### src/rtl/ps2_host_tx.sv
// ps2_host_tx: PS/2 host-to-device command transmitter.
//
// Sends one command byte (e.g. 0xED set LEDs, 0xF4 enable, 0xFF reset) to a PS/2
// device over the shared keyClock/keyData lines. The lines are driven open-drain
// through active-high pull-low enables. busy covers the whole transaction so the
// neighbouring receive path can ignore the line activity caused by this block.
//
// Transaction: inhibit clock low -> start bit -> 8 data bits LSB first -> odd
// parity -> stop (release) -> sample device ack -> wait for idle lines -> done.
//
// Ports:
//   sysclk        in   system clock (50 MHz)
//   rst_n         in   asynchronous active-low reset
//   tx_valid      in   request to send tx_data
//   tx_data[7:0]  in   command byte
//   tx_ready      out  idle; request accepted on tx_valid && tx_ready
//   keyClock      in   PS/2 clock line level
//   keyData       in   PS/2 data line level
//   keyClockDrive out  1 = pull clock line low
//   keyDataDrive  out  1 = pull data line low
//   busy          out  transaction in progress
//   done          out  one-cycle pulse at transaction end
//   ack_err       out  with done: device did not acknowledge (held until next accept)
//   timeout_err   out  with done: transaction timed out (held until next accept)

module ps2_host_tx #(
    parameter int unsigned INHIBIT_CYCLES = 5000,
    parameter int unsigned TIMEOUT_CYCLES = 750000,
    parameter int unsigned FILTER_LEN     = 8
) (
    input  logic       sysclk,
    input  logic       rst_n,
    input  logic       tx_valid,
    input  logic [7:0] tx_data,
    output logic       tx_ready,
    input  logic       keyClock,
    input  logic       keyData,
    output logic       keyClockDrive,
    output logic       keyDataDrive,
    output logic       busy,
    output logic       done,
    output logic       ack_err,
    output logic       timeout_err
);

    localparam int unsigned InhW  = $clog2(INHIBIT_CYCLES + 1);
    localparam int unsigned ToW   = $clog2(TIMEOUT_CYCLES + 1);
    localparam int unsigned FiltW = $clog2(FILTER_LEN + 1);

    // The clock is held low for INHIBIT_CYCLES in total, the last of which is the
    // START cycle where the start bit is placed on the data line.
    localparam logic [InhW-1:0]  InhLast  = InhW'(INHIBIT_CYCLES - 2);
    localparam logic [ToW-1:0]   ToLast   = ToW'(TIMEOUT_CYCLES - 1);
    localparam logic [FiltW-1:0] FiltLast = FiltW'(FILTER_LEN - 1);

    typedef enum logic [2:0] {
        StIdle,
        StInhibit,
        StStart,
        StShift,
        StAck,
        StWaitIdle,
        StDone
    } state_e;

    // ------------------------------------------------------------------
    // Input conditioning
    // ------------------------------------------------------------------
    logic clk_meta_q, clk_sync_q, dat_meta_q, dat_sync_q;

    always_ff @(posedge sysclk or negedge rst_n) begin
        if (!rst_n) begin
            clk_meta_q <= 1'b1;
            clk_sync_q <= 1'b1;
            dat_meta_q <= 1'b1;
            dat_sync_q <= 1'b1;
        end else begin
            clk_meta_q <= keyClock;
            clk_sync_q <= clk_meta_q;
            dat_meta_q <= keyData;
            dat_sync_q <= dat_meta_q;
        end
    end

    logic             filt_q, filt_d;
    logic [FiltW-1:0] filt_cnt_q, filt_cnt_d;
    logic             clk_fall;

    // Count consecutive samples that disagree with the filtered level; any
    // agreeing sample restarts the count, so short glitches never get through.
    always_comb begin
        filt_d     = filt_q;
        filt_cnt_d = '0;
        if (clk_sync_q != filt_q) begin
            if (filt_cnt_q == FiltLast) begin
                filt_d = clk_sync_q;
            end else begin
                filt_cnt_d = filt_cnt_q + 1'b1;
            end
        end
    end

    always_ff @(posedge sysclk or negedge rst_n) begin
        if (!rst_n) begin
            filt_q     <= 1'b1;
            filt_cnt_q <= '0;
        end else begin
            filt_q     <= filt_d;
            filt_cnt_q <= filt_cnt_d;
        end
    end

    // High for exactly the cycle in which the filtered clock drops.
    assign clk_fall = filt_q & ~filt_d;

    // ------------------------------------------------------------------
    // Transaction FSM
    // ------------------------------------------------------------------
    state_e          state_q, state_d;
    logic [InhW-1:0] inh_cnt_q, inh_cnt_d;
    logic [ToW-1:0]  to_cnt_q, to_cnt_d;
    logic [3:0]      bit_idx_q, bit_idx_d;
    logic [7:0]      data_q, data_d;
    logic            parity_q, parity_d;
    logic            ack_bad_q, ack_bad_d;
    logic            ckd_q, ckd_d;
    logic            kdd_q, kdd_d;
    logic            busy_q, busy_d;
    logic            ready_q, ready_d;
    logic            done_q, done_d;
    logic            ack_err_q, ack_err_d;
    logic            to_err_q, to_err_d;

    always_comb begin
        state_d   = state_q;
        inh_cnt_d = inh_cnt_q;
        to_cnt_d  = to_cnt_q;
        bit_idx_d = bit_idx_q;
        data_d    = data_q;
        parity_d  = parity_q;
        ack_bad_d = ack_bad_q;
        ckd_d     = ckd_q;
        kdd_d     = kdd_q;
        busy_d    = busy_q;
        ready_d   = ready_q;
        done_d    = 1'b0;
        ack_err_d = ack_err_q;
        to_err_d  = to_err_q;

        unique case (state_q)
            StIdle: begin
                if (tx_valid && ready_q) begin
                    data_d    = tx_data;
                    parity_d  = ~^tx_data;
                    ready_d   = 1'b0;
                    busy_d    = 1'b1;
                    ckd_d     = 1'b1;
                    ack_err_d = 1'b0;
                    to_err_d  = 1'b0;
                    inh_cnt_d = '0;
                    state_d   = StInhibit;
                end
            end

            StInhibit: begin
                if (inh_cnt_q == InhLast) begin
                    kdd_d   = 1'b1;
                    state_d = StStart;
                end else begin
                    inh_cnt_d = inh_cnt_q + 1'b1;
                end
            end

            StStart: begin
                ckd_d     = 1'b0;
                to_cnt_d  = '0;
                bit_idx_d = '0;
                state_d   = StShift;
            end

            StShift, StAck: begin
                // Counter stops at TIMEOUT_CYCLES: it is only advanced here and the
                // abort leaves these states on the cycle it gets there.
                to_cnt_d = to_cnt_q + 1'b1;
                if (to_cnt_q == ToLast) begin
                    ckd_d     = 1'b0;
                    kdd_d     = 1'b0;
                    done_d    = 1'b1;
                    to_err_d  = 1'b1;
                    ack_err_d = 1'b0;
                    state_d   = StDone;
                end else if (clk_fall) begin
                    if (state_q == StAck) begin
                        ack_bad_d = dat_sync_q;
                        state_d   = StWaitIdle;
                    end else begin
                        bit_idx_d = bit_idx_q + 1'b1;
                        if (bit_idx_q < 4'd8) begin
                            kdd_d = ~data_q[bit_idx_q[2:0]];
                        end else if (bit_idx_q == 4'd8) begin
                            kdd_d = ~parity_q;
                        end else begin
                            kdd_d   = 1'b0;
                            state_d = StAck;
                        end
                    end
                end
            end

            StWaitIdle: begin
                if (filt_q && dat_sync_q) begin
                    done_d    = 1'b1;
                    ack_err_d = ack_bad_q;
                    to_err_d  = 1'b0;
                    state_d   = StDone;
                end
            end

            StDone: begin
                busy_d  = 1'b0;
                ready_d = 1'b1;
                state_d = StIdle;
            end

            default: begin
                ckd_d   = 1'b0;
                kdd_d   = 1'b0;
                busy_d  = 1'b0;
                ready_d = 1'b1;
                state_d = StIdle;
            end
        endcase
    end

    always_ff @(posedge sysclk or negedge rst_n) begin
        if (!rst_n) begin
            state_q   <= StIdle;
            inh_cnt_q <= '0;
            to_cnt_q  <= '0;
            bit_idx_q <= '0;
            data_q    <= '0;
            parity_q  <= 1'b0;
            ack_bad_q <= 1'b0;
            ckd_q     <= 1'b0;
            kdd_q     <= 1'b0;
            busy_q    <= 1'b0;
            ready_q   <= 1'b1;
            done_q    <= 1'b0;
            ack_err_q <= 1'b0;
            to_err_q  <= 1'b0;
        end else begin
            state_q   <= state_d;
            inh_cnt_q <= inh_cnt_d;
            to_cnt_q  <= to_cnt_d;
            bit_idx_q <= bit_idx_d;
            data_q    <= data_d;
            parity_q  <= parity_d;
            ack_bad_q <= ack_bad_d;
            ckd_q     <= ckd_d;
            kdd_q     <= kdd_d;
            busy_q    <= busy_d;
            ready_q   <= ready_d;
            done_q    <= done_d;
            ack_err_q <= ack_err_d;
            to_err_q  <= to_err_d;
        end
    end

    assign tx_ready      = ready_q;
    assign keyClockDrive = ckd_q;
    assign keyDataDrive  = kdd_q;
    assign busy          = busy_q;
    assign done          = done_q;
    assign ack_err       = ack_err_q;
    assign timeout_err   = to_err_q;

endmodule

### config.mk
export PLATFORM = sky130hd
export DESIGN_NAME = ps2_host_tx
export DESIGN_NICKNAME = d
export VERILOG_FILES = /design/src/rtl/ps2_host_tx.sv
export SDC_FILE = /design/constraint.sdc
export NUM_CORES = 1
export LEC_CHECK = 0
export ABC_AREA = 1
export CORE_MARGIN = 5
export CORE_UTILIZATION = 42
export DETAILED_ROUTE_END_ITERATION = 8
export PLACE_DENSITY = 0.65
export SLEW_MARGIN = 25
export SYNTH_ARGS = -nofsm -noshare
export SYNTH_HDL_FRONTEND = slang
export SYNTH_SLANG_ARGS = --single-unit
### constraint.sdc
create_clock -name sysclk -period 3.17 [get_ports sysclk]
set_input_delay 0.4755 -clock sysclk [delete_from_list [all_inputs] [get_ports sysclk]]
set_output_delay 0.4755 -clock sysclk [all_outputs]
set_load 0.1 [all_outputs]
==> metrics.md, run 1 <==
| Metric | Value |
|---|---|
| Outcome | `complete, no violations` |
| Sequential share of the synthesized area | `0.442` |
| X dimension of the die | `roughly 100 um` |
| Largest voltage drop on the vdd net | `0.000831 V` |
| Synthesis warning total | `0` |
| Number of setup buffers added after CTS | `0` |
| Unrepaired setup endpoints after global routing | `no` |
| Fin. Hold Viols | `0` |
| Arrival time reported for the critical path endpoint | `roughly 2100 ps` |
| Drt pass-1 iters | `4` |
| Total detailed-routing wirelength | `7710 um` |
| Upper clock frequency limit | `544 MHz` |
| Inserted Clock Buffers | `9` |
| Post-Synthesis Net Count | `between 500 and 600` |
| Overall die height | `104 um` |
| Mean area per synthesized cell | `7.78 um^2` |
| Number of max-cap violations | `0` |
| Input/output buffers | `19` |
| Layout cells sized above 1 | `0.119` |
| CTS max path bufs | `2` |
| Worst clock skew on the final layout | `16.2 ps` |
| Row Count | `34` |
| Share of the synthesized area in the top cell type | `0.400` |
| Master cell of the clock root buffer | `clkbuf_8` |
| Hold/Removal Path Class | `in -> async` |
| Post-CTS sizing | `0` |
| Synthesized cell area | `3750 um^2` |
| Initial antenna violation count | `0` |
| # hold bufs at CTS | `0` |
| Post-DP Area | `4010 um^2` |
| Count of unique library cells instantiated by Yosys | `43` |
| Final period demand of the worst path | `roughly 1800 ps` |
| Leakage component of the power | `1.91 nW` |
| Flop and latch count out of synthesis | `66` |
| Wire length of the first global-routing pass | `13600 um` |
| Pwr dens | `743 nW/um^2` |
| Clock H-tree levels | `3` |
| Synth-to-layout area growth | `11.7%` |
| Gate count after technology mapping | `~480` |
| Area of the die | `around 11000 um^2` |
| Final Setup Violations | `0` |
| Data required, critical path | `3400 ps` |
| Leftover overflow at the end of global routing | `0` |
| Most common flop cell mapped by yosys | `dfrtp_1` |
| Average via count per standard cell | `roughly 5.0` |
| Path type of the worst setup path | `reg -> reg` |
| Largest driver fanout on the critical path | `11` |
| Routed Antenna Nets | `0` |
| Source-to-sink clock delay at the later pin of the worst-skew pair | `340 ps` |
| Final-report max-slew violation count | `0` |
| Weighted congestion reported at the end of routability-driven placement | `0.849` |
| Crit share post-route | `0.580` |
| Antenna diodes | `0` |
| Maximum number of pins on one net before global-route repair | `35` |
| Vias in the first global route | `2942` |
| Half-perimeter wire length after detailed placement | `about 5800 um` |
| Kind of start point of the critical path | `register` |
| Relative max-transition margin | `0.490` |
| Final instance area | `between 4000 and 5000 um^2` |
| Nets@finish | `~530` |
| DR iter-0 viols | `185` |
| Core area | `8720 um^2` |
| Final routed DRC violation total | `0` |
| Post-CTS clock slew at the launch and capture registers of the worst setup and hold paths | `80 ps` |
| CTS tree | `yes` |
| EDFF count, synth | `0` |
| Vias after detailed routing | `3118` |
| Overall fraction of global-route tracks in use | `0.150` |
| Average routed wire per standard cell | `12.4 um` |
| Total Neg Setup Slack | `0 ps` |
| Transition at the pin with the smallest max-transition slack | `between 700 and 800 ps` |
| Endpoint kind of the worst setup timing path | `register` |
| Async S/R FF share, synth | `1.00` |
| Most area-hungry cell type in the Yosys netlist | `dfrtp_1` |
| Initial core utilization | `0.430` |
| Num Clock Sinks | `between 60 and 70` |
| Count of boundary I/O pins | `20` |
| Cells taking the most area after synthesis | `dfrtp_1 40%, nand2_1 12%, inv_1 5.1%` |
| Util after Layout | `0.480` |
layer usage:
metal	up-vias	routed length [um]	GRT usage
li1	1615	-	-
met1	1434	3800	0.205
met2	62	3500	0.229
met3	7	321	0.0472
met4	0	87	0.0370
met5	-	0	0
registers in the layout (all words and copies together), names as in the netlist, 3 cells and up:
signal and cells:
inh_cnt_q 13, filt_cnt_q 4, state_q 3, to_cnt_q 20, data_q 8, bit_idx_q 4
cell usage in the layout, fill, tap and decap left out, types with 6 or more instances in the layout:
cell and count:
nor2_1 50, ha_1 6, nand3_1 38, inv_2 7, clkbuf_8 11, nor3_1 12
clkdlybuf4s50_1 11, inv_1 51, o21ai_0 32, a21oi_1 17, dfstp_2 6, o21ai_1 9
xor2_1 12, nand4_1 8, nand2_1 123, buf_4 7, dfrtp_1 60, xnor2_1 6
per-stage QoR:
stage / power (mW) / cells / hold WS [ps] / setup slack (ps)
final: 3.11 / 620 / 197 / 1330
after global routing: 3.37 / 620 / 244 / 1150
after CTS: 3.14 / 620 / 225 / 1310
after detailed placement: 2.49 / 604 / 348 / 1080
after global placement: 2.47 / 604 / 346 / 1160
after floorplan: 2.24 / 482 / 180 / 1420
cells by family (layout without fill, tap and decap cells):
family,Yosys count,count (layout),synth area share
and+or+nand+nor,257,257,0.319
buffers and inverters,66,96,0.0771
AOI/OAI and AO/OA,69,69,0.0991
xor gates and xnor gates,18,18,0.0420
DFF,66,66,0.442
adders and majority gates,6,6,0.0200
critical path, cell delays in order, from the launching register on:
cell	delay (ps)
dfrtp_1	450
inv_2	130
nor2_2	50
inv_2	90
nor2_4	40
nor2_1	550
nor2_1	180
nand3_1	100
nand2_1	50
nand2_1	50
nand2_1	40
worst paths after layout:
path,startpoint,end,slack (ps),cells past startpoint
worst max-delay path,state_q[1]$_DFFE_PN0P_,keyDataDrive$_DFFE_PN0P_,1330,10
worst min-delay path,rst_n,to_cnt_q[16]$_DFFE_PN0P_,200,1
worst max register to register,state_q[1]$_DFFE_PN0P_,keyDataDrive$_DFFE_PN0P_,1330,10
worst min register to register,clk_meta_q$_DFF_PN1_,clk_sync_q$_DFF_PN1_,360,0
max in group asynchronous,rst_n,tx_ready$_DFFE_PN1P_,2260,2
min in group sysclk,clk_meta_q$_DFF_PN1_,clk_sync_q$_DFF_PN1_,360,0
final cells by class:
type / instances / area (um^2)
multi-input cells: 350 / 1800
clock inverters: 3 / 15.0
fillers: 875 / 4530
well taps: 108 / 135
inverters: 60 / 230
repair buffers: 20 / 188
clock buffers: 13 / 159
flip-flops and latches: 66 / 1660
synthesized netlist by cell type (2+ instances only):
cell type and n:
ha_1 6, xor2_1 12, nor2_2 4, inv_1 51, inv_2 7, dfstp_2 6
nand2_4 2, xnor2_1 6, nand3_1 38, dfrtp_1 60, nor4_1 2, o21ai_0 32
or2_2 2, nor3_1 12, nand2_2 4, nand2_1 123, nand3_2 2, o22ai_1 4
nor2_1 50, nor2_4 4, buf_6 2, o21ai_1 9, a21oi_1 17, nand4_1 8
power by group:
| group | internal [mW] | switching, mW | total (mW) | leakage [nW] |
|---|---|---|---|---|
| sequential | 1.04 | 0.164 | 1.21 | 0.868 |
| clock | 0.324 | 0.315 | 0.638 | 0.0932 |
| combinational | 0.369 | 0.898 | 1.27 | 0.948 |
Note: power is estimated with default switching activity, not from simulation.
==> run 2, diff against run 1 <==
==> constraint.sdc (replaced) <==
create_clock -name sysclk -period 1.8 [get_ports sysclk]
set_input_delay 0.27 -clock sysclk [delete_from_list [all_inputs] [get_ports sysclk]]
set_output_delay 0.27 -clock sysclk [all_outputs]
set_load 0.1 [all_outputs]
==> run 2 against run 1 <==
Die area is the same; sequential share of layout area down 1.0 points; design area increased by 2.7%; clock skew is 4.2 ps lower; worst hold slack improved by 140 ps; critical path depth fell by 1; critical path type unchanged; largest cell class unchanged; largest power group unchanged.
==> metrics.md, run 2 (synthesized netlist as in run 1, its figures left out) <==
| Metric | Value |
|---|---|
| Outcome | `complete, no violations` |
| Leakage component of the power | `1.96 nW` |
| Count of boundary I/O pins | `20` |
| Upper clock frequency limit | `around 600 MHz` |
| Average via count per standard cell | `5.17` |
| Vias in the first global route | `between 3000 and 4000` |
| Util after Layout | `0.493` |
| Global routing usage on met1 | `0.211` |
| Unrepaired setup endpoints after global routing | `yes` |
| Worst hold slack across all endpoints | `333 ps` |
| Final instance area | `4300 um^2` |
| Total Power Consumption | `5.64 mW` |
| Cell repeated most along the worst path | `nor2_1` |
| Most heavily used metal layer in global routing | `met2` |
| Num Clock Sinks | `66` |
| Source-to-sink clock delay at the later pin of the worst-skew pair | `approximately 350 ps` |
| Overall fraction of global-route tracks in use | `0.156` |
| Post-layout worst setup margin | `126 ps` |
| Final routed DRC violation total | `0` |
| Data required, critical path | `between 2000 and 2500 ps` |
| Kind of start point of the critical path | `register` |
| Clock H-tree levels | `3` |
| Post-DP Area | `4100 um^2` |
| Ordered cell list for the critical path | `ha_1, nand3_2, nor2_1, nand2_1, nor2_1, nand2_2, nor2_2, and3_1, nor2_1` |
| Arrival time reported for the critical path endpoint | `1920 ps` |
| Nets@finish | `between 500 and 600` |
| Largest driver fanout on the critical path | `4` |
| Drt pass-1 iters | `5` |
| Endpoint kind of the worst setup timing path | `register` |
| DP Worst Slack | `about 86 ps` |
| Transition at the pin with the smallest max-transition slack | `450 ps` |
| Total placed cells including tap cells | `612` |
| Register with the most flip-flops | `to_cnt_q` |
| CTS tree | `yes` |
| Worst Reg2Reg Path Length in Cells | `9` |
| Met3 layer usage reported by global route | `0.0329` |
| Core area | `8720 um^2` |
| Final non-filler cell total | `~630` |
| Hold/Removal Path Class | `in -> reg` |
| Post-CTS clock slew at the launch and capture registers of the worst setup and hold paths | `80 ps` |
| Bufs and invs on worst path | `0` |
| Crit share post-route | `0.930` |
| CTS max path bufs | `2` |
| Leftover overflow at the end of global routing | `0` |
| Weighted congestion reported at the end of routability-driven placement | `0.834` |
| Synth-to-layout area growth | `14.7%` |
| Fin. Hold Viols | `0` |
| Total detailed-routing wirelength | `7970 um` |
| Maximum number of pins on one net before global-route repair | `67` |
| Largest voltage drop on the vdd net | `0.000954 V` |
| Average routed wire per standard cell | `12.7 um` |
| WHS Path Cells | `1` |
| Antenna diodes | `0` |
| Final Setup Violations | `0` |
| Pwr dens | `roughly 1300 nW/um^2` |
| Wire length of the first global-routing pass | `14300 um` |
| Number of max-cap violations | `0` |
| X dimension of the die | `approximately 100 um` |
| Initial core utilization | `0.430` |
| Commonest cells after routing, fill and taps aside | `122 x nand2_1, 59 x dfrtp_1, 50 x inv_1, 49 x nor2_1, 38 x nand3_1` |
| Biggest registers after layout | `to_cnt_q (20), inh_cnt_q (13), data_q (8)` |
| Overall die height | `around 100 um` |
| DR iter-0 viols | `243` |
| Area of the die | `10900 um^2` |
| Max incr delay on CP | `380 ps` |
| Final-report max-slew violation count | `0` |
| Total Neg Setup Slack | `0 ps` |
| Met2 usage in global routing | `0.246` |
| Row Count | `34` |
| Path type of the worst setup path | `reg -> reg` |
| Input/output buffers | `19` |
| Vias after detailed routing | `3254` |
| Worst clock skew on the final layout | `12.0 ps` |
| Critical path depth in cells | `9` |
| Critical path's top delay family | `simple AND/OR/NAND/NOR gates` |
| Master cell of the clock root buffer | `clkbuf_8` |
| Leading cell type in the layout, fill and taps excluded | `nand2_1` |
| Routed Antenna Nets | `0` |
| Number of flip-flops under the largest register name | `20` |
| Filler cell count | `844` |
| Inserted Clock Buffers | `9` |
| Layout cells sized above 1 | `0.142` |
| Half-perimeter wire length after detailed placement | `5810 um` |
| Relative max-transition margin | `0.698` |
| Number of setup buffers added after CTS | `0` |
| Final period demand of the worst path | `1670 ps` |
| Area taken by flip-flops and latches | `1660 um^2` |
| Combined area of the multi-input logic cells | `1820 um^2` |
| Initial antenna violation count | `0` |
| Max stage delay cell, worst path | `dfrtp_1` |
-- run 2: worst reg2reg max path, stage by stage (launching register included) --
cell	delay, ps
dfrtp_1	380
ha_1	210
nand3_2	100
nor2_1	130
nand2_1	130
nor2_1	210
nand2_2	90
nor2_2	120
and3_1	160
nor2_1	40
-- run 2: where the power goes --
part	switching, mW	internal (mW)	total, mW
Combinational	1.64	0.760	2.40
Sequential	0.281	1.84	2.12
Clock	0.550	0.569	1.12
Total	2.47	3.17	5.64
-- run 2: worst paths after layout --
path	to	start	slack [ps]
max in group asynchronous	tx_ready$_DFFE_PN1P_	rst_n	990
min	dat_meta_q$_DFF_PN1_	keyData	330
min reg2reg	clk_sync_q$_DFF_PN1_	clk_meta_q$_DFF_PN1_	360
max reg2reg	to_cnt_q[12]$_DFFE_PN0P_	to_cnt_q[0]$_DFFE_PN0P_	130
max	to_cnt_q[12]$_DFFE_PN0P_	to_cnt_q[0]$_DFFE_PN0P_	130
min in group asynchronous	to_cnt_q[9]$_DFFE_PN0P_	rst_n	460
-- run 2: metal layers --
metal / vias to the layer above / share of wire
met5: - / 0
met4: 0 / 0.016
met3: 11 / 0.044
met2: 83 / 0.46
met1: 1533 / 0.48
li1: 1627 / -
-- run 2: what timing repair did --
action / CTS / global route
setup endpoints to repair: 0 / 13
resized for setup: 0 / 7
hold buffers: 1 / 0
hold endpoints to repair: 60 / 0
-- run 2: layout make-up --
class | instances | share of cell area
sequential | 66 | 0.386
multi-input combinational | 350 | 0.423
timing repair buffer | 29 | 0.0657
clock buffer | 13 | 0.0369
tap | 108 | 0.0314
clock inverter | 3 | 0.00349
inverter | 60 | 0.0535
